`src/rtl/sine_pwm_dac_if.sv`:
```
// Sample stream from the sine generator into the PWM DAC output stage.
interface sine_pwm_dac_if #(
  parameter int unsigned DW = 16
);
  localparam int unsigned AMP_W = 2;

  logic [DW-1:0]    sample_in;
  logic             sample_valid;
  logic             sample_ready;
  logic [AMP_W-1:0] amp;

  modport master (
    output sample_in,
    output sample_valid,
    output amp,
    input  sample_ready
  );

  modport slave (
    input  sample_in,
    input  sample_valid,
    input  amp,
    output sample_ready
  );
endinterface

```
`src/rtl/sine_pwm_dac.sv`:
```
// Sine sample to PWM converter: attenuate, convert to offset binary, double-buffer
// the duty value and swap it in only on a PWM period boundary.
module sine_pwm_dac #(
  parameter int unsigned DW = 16,
  parameter int unsigned PW = 8
) (
  input  logic          clk,
  input  logic          rst,
  sine_pwm_dac_if.slave bus,
  output logic          pwm_out,
  output logic          period_start,
  output logic [PW-1:0] duty
);

  localparam logic [PW-1:0] CNT_LAST = '1;
  localparam logic [PW-1:0] DUTY_MID = {1'b1, {(PW-1){1'b0}}};

  logic [PW-1:0]        cnt;
  logic [PW-1:0]        pend;
  logic                 pend_full;
  logic [PW-1:0]        d_conv;
  logic signed [DW-1:0] s_shift;
  logic                 boundary;
  logic                 accept;

  // Attenuate by an arithmetic shift, then keep the top PW bits as offset binary.
  always_comb begin
    s_shift = $signed(bus.sample_in) >>> bus.amp;
    d_conv  = {~s_shift[DW-1], s_shift[DW-2:DW-PW]};
  end

  assign boundary         = (cnt == CNT_LAST);
  assign accept           = bus.sample_valid && !pend_full;
  assign bus.sample_ready = ~pend_full;

  // Free-running PWM period counter.
  always_ff @(posedge clk or negedge rst) begin
    if (!rst) begin
      cnt <= '0;
    end else begin
      cnt <= cnt + PW'(1);
    end
  end

  // Pending/active duty double buffer; the active value only moves at a boundary.
  always_ff @(posedge clk or negedge rst) begin
    if (!rst) begin
      pend      <= '0;
      pend_full <= 1'b0;
      duty      <= DUTY_MID;
    end else if (accept) begin
      pend      <= d_conv;
      pend_full <= 1'b1;
    end else if (boundary && pend_full) begin
      duty      <= pend;
      pend_full <= 1'b0;
    end
  end

  // Registered PWM pin and period-start marker.
  always_ff @(posedge clk or negedge rst) begin
    if (!rst) begin
      pwm_out      <= 1'b0;
      period_start <= 1'b0;
    end else begin
      pwm_out      <= (cnt < duty);
      period_start <= boundary;
    end
  end

endmodule

```
`src/flat_wrapper.sv`:
```
// flat-port wrapper written by rule: the top's interface ports become plain ports
module sine_pwm_dac_flat 
#(
  parameter int unsigned DW = 16,
  parameter int unsigned PW = 8
)
  (clk, rst, pwm_out, period_start, duty, bus_sample_in, bus_sample_valid, bus_amp, bus_sample_ready);
  sine_pwm_dac_if #(.DW(DW)) bus_i ();
  input  logic clk;
  input  logic rst;
  output logic pwm_out;
  output logic period_start;
  output logic [PW-1:0] duty;
  input wire logic [$bits(bus_i.sample_in)-1:0] bus_sample_in;
  input wire logic [$bits(bus_i.sample_valid)-1:0] bus_sample_valid;
  input wire logic [$bits(bus_i.amp)-1:0] bus_amp;
  output wire logic [$bits(bus_i.sample_ready)-1:0] bus_sample_ready;
  assign bus_i.sample_in = bus_sample_in;
  assign bus_i.sample_valid = bus_sample_valid;
  assign bus_i.amp = bus_amp;
  assign bus_sample_ready = bus_i.sample_ready;
  sine_pwm_dac #(.DW(DW), .PW(PW)) u_core (.clk(clk), .rst(rst), .bus(bus_i), .pwm_out(pwm_out), .period_start(period_start), .duty(duty));
endmodule
```
`config.mk`:
```
export PLATFORM = sky130hd
export DESIGN_NAME = sine_pwm_dac_flat
export DESIGN_NICKNAME = d
export VERILOG_FILES = /design/src/rtl/sine_pwm_dac_if.sv /design/src/rtl/sine_pwm_dac.sv /design/src/flat_wrapper.sv
export SDC_FILE = /design/constraint.sdc
export NUM_CORES = 1
export LEC_CHECK = 0
export ABC_AREA = 1
export BUFFER_PORTS_ARGS = -buffer_cell sky130_fd_sc_hd__buf_2
export CORE_UTILIZATION = 50
export DETAILED_ROUTE_END_ITERATION = 6
export GPL_ROUTABILITY_DRIVEN = 0
export GPL_TIMING_DRIVEN = 0
export PLACE_DENSITY = 0.79
export SLEW_MARGIN = 30
export SYNTH_ARGS = -nofsm -noshare
export SYNTH_HDL_FRONTEND = slang
export SYNTH_SLANG_ARGS = --single-unit
```
`constraint.sdc`:
```
create_clock -name clk -period 1.38 [get_ports clk]
set_input_delay 0.345 -clock clk [delete_from_list [all_inputs] [get_ports clk]]
set_output_delay 0.345 -clock clk [all_outputs]
set_load 0.1 [all_outputs]
```
==> summary.md <==
| Metric | Value |
|---|---|
| Cell breakdown of the critical path | buf_12 |
| Via count of the routed design | 1155 |
| Full die area | around 3000 um^2 |
| Maximum vdd ir drop | between 500 and 600 uV |
| Number of cell rows | 18 |
| Top Family by Delay on Critical Path | flip-flops |
| Cell type contributing the most total cell area after synthesis | dfrtp_1 |
| Clock-pin slew reported for the worst setup and hold paths after clock tree synthesis | approximately 0.14 ns |
| Buffer depth of the longest clock path | 2 |
| Cell area after placement | 1593 um^2 |
| Core Footprint | roughly 2600 um^2 |
| Register-to-register path setup slack | -0.02 ns |
| Highest fanout seen on the critical path | 2 |
| Critical Path Source Type | flip-flop |
| M3 GR Usage | under 10% |
| Gate Count Post-Synth | 160 |
| Seq/Total Area, Yosys | just under 50% |
| Worst clock skew on the final layout | between 0.004 and 0.005 ns |
| Leading cell types by total area after synthesis | dfrtp_1 46%, nand2_1 12%, inv_1 7.5%, ha_1 7.1%, o21ai_2 5.0% |
| Maximum clock rate | about 0.67 GHz |
| Per-cell routed wire length | 12.46 um |
| Critical Path Sink Type | output pin |
| Violated checks | hold timing, setup timing |
| Synthesized flop and latch total | 27 |
| Most instantiated cells after synthesis | 44 x nand2_1, 28 x inv_1, 26 x dfrtp_1 |
| Maximum number of pins on one net before global-route repair | 28 |
| Cell chosen for the clock root | clkbuf_4 |
| Worst hold margin | -0.004298 ns |
| TritonCTS Buffers | 3 |
| Via density | roughly 5 |
| Fraction of the cycle the final worst path needs | 107.8% |
| Crit path max-delay cell type | dfstp_4 |
| Number of port buffers | 22 |
| Antenna violations before repair | 0 |
| Via count of the first global-routing pass | between 1000 and 1500 |
| Count of final max-slew check failures | 0 |
| Cell with the most instances after synthesis | nand2_1 |
| Pwr dens | 687.6 nW/um^2 |
| TritonCTS clock tree | built |
| DR iter-0 viols | 11 |
| Data required, critical path | between 1 and 1.5 ns |
| Number of diodes added for antenna fixing | 0 |
| Residual antenna-violating net count after detailed routing | 0 |
| Met1 track utilization from global routing | between 20% and 30% |
| Peak per-stage delay on the critical path | around 0.65 ns |
| Worst Setup Slack, final | -0.1076 ns |
| Overall Global Routing Usage | around 20% |
| Count of synthesis-stage warnings from yosys | 0 |
| Number of primary I/O pins | 32 |
| Class of the tightest hold or removal check | input port to async pin |
| Run status | finished with violations |
| Data arrival time of the worst path | about 1.1 ns |
| Classification of the worst setup path | flip-flop to output pin |
| Number of max-cap violations | 0 |
| Drc violations | 0 |
| Number of different library cells in the post-synthesis netlist | 24 |
| Count of buffering cells on the critical path with inverters included | 1 |
| Starting Density | ~55% |
| Number of flops mapped to enable cells by yosys | 0 |
| Unrepaired setup endpoints after global routing | yes |
| Clock latency on the worst-skew pair | approximately 0.32 ns |
| Number of hold buffers added after cts | 0 |
| Detailed placer's ending HPWL | ~1.9 mm |
| Most Used Layer, Global Route | met2 |
| Max-Slew Margin vs Limit | a little over 60% |
| Syn Nets | 189 |
| Area share of the largest cell type after synthesis | 46.47% |
| Nets | around 230 |
| Setup-failing EPs final | 3 |
| Detailed-router iteration count before antenna repair | 4 |
| Final worst path period need | between 1 and 1.5 ns |
| Post-Layout Inst Area | roughly 1900 um^2 |
| Overall overflow remaining after global route | 0 |
| # H-tree levels | 1 |
| Mean area per synthesized cell | ~8.8 um^2 |
| Sum of routed wire length over all layers | 2.840 mm |
| TritonCTS sink count | 27 |
| Most common flop cell mapped by yosys | dfrtp_1 |
| Synthesized cell area | approximately 1400 um^2 |
| Met2 global-route usage | a little under two fifths |
| Hold Violations, Final | 14 |
| Setup Slack @ Placement | -0.05464 ns |
| Share of post-route cells with drive strength above 1 | between 30% and 40% |
| Chip Height | 54.92 um |
| Share of synthesized flip-flops with an asynchronous set or reset | between 90% and 100% |
| Wire length of the first global-routing pass | about 4.2 mm |
| Transition time of the tightest slew-check pin | 0.5816 ns |
| Area growth syn-to-layout | 34.50% |
| Leakage | around 0.9 nW |
| Die width | around 55 um |
[cell usage in the layout, fill, tap and decap left out, types with 6 or more instances in the layout]
master   synthesis  final
ha_1             8      6
nand3_1          7      7
nand2_1         44     39
buf_2            0     11
inv_1           28     25
buf_4            0     11
o21ai_2          8      9
a21oi_1          7      6
buf_6            1      7
dfrtp_1         26     19
[logic make-up (layout without fill, tap and decap cells)]
group | Yosys count | count (layout) | share of synthesized area [%]
AOI/OAI and AO/OA | 26 | 26 | 12.15
xor gates and xnor gates | 5 | 5 | 3.128
DFF | 27 | 27 | 48.35
and+or+nand+nor | 64 | 64 | 20.64
buffers and inverters | 30 | 68 | 8.579
adders and majority gates | 8 | 8 | 7.150
[final timing paths]
check / start / to / depth (start not counted)
worst max-delay path: u_core.duty[7] / duty[7] / 1
worst min register to register: u_core.pend[3] / u_core.pend[3] / 2
worst min-delay path: rst / u_core.cnt[2] / 1
min in group clk: bus_sample_in[15] / u_core.pend[7] / 2
max in group asynchronous: rst / u_core.duty[5] / 1
worst max register to register: u_core.duty[7] / u_core.pwm_out / 6
[sequential cells by signal, summed over array words and instances (netlist names)]
name	flops
u_core.pwm_out	1
u_core.duty	8
u_core.cnt	8
u_core.period_start	1
u_core.pend_full	1
u_core.pend	8
[power breakdown]
part           switching (mW)  internal (mW)  total, mW
Clock                   0.225          0.113      0.338
Combinational          0.0761         0.0412      0.117
Sequential             0.0157          0.824      0.840
[per-stage QoR]
| stage | utilization, % | TNS, ns | std cells | power (mW) |
|---|---|---|---|---|
| 3_3_place_gp | 62.04 | -0.01288 | 212 | 0.9665 |
| 4_1_cts | 68.81 | -0.1889 | 224 | 1.305 |
| 6_report | 73.34 | -0.1832 | 228 | 1.295 |
| 5_1_grt | 73.34 | -0.4512 | 228 | 1.361 |
| 3_5_place_dp | 62.04 | -0.05464 | 212 | 0.9741 |
| 2_1_floorplan | - | -0.8728 | 160 | 0.9230 |
[routing by layer]
layer  share of wire (%)  vias to the layer above
met5                   0                        -
met4                 2.0                        0
met3                 2.9                        4
met2                  52                       28
met1                  43                      545
li1                    -                      578
[what timing repair did]
item / 4_1_cts / 5_1_grt
setup endpoints to repair: 20 / 18
pin swaps: 1 / 2
gates resized for setup: 27 / 16
gates cloned: 0 / 1
buffers inserted: 8 / 3
[layout make-up]
cell class / count / area, um^2
flip-flops and latches: 27 / 694.4
well taps: 30 / 37.54
repair buffers: 34 / 321.6
inverters: 28 / 111.4
fillers: 205 / 684.4
multi-input cells: 103 / 668.1
clock buffers: 4 / 26.28
plain buffers: 2 / 23.77
Note: power is estimated with default switching activity, not from simulation.
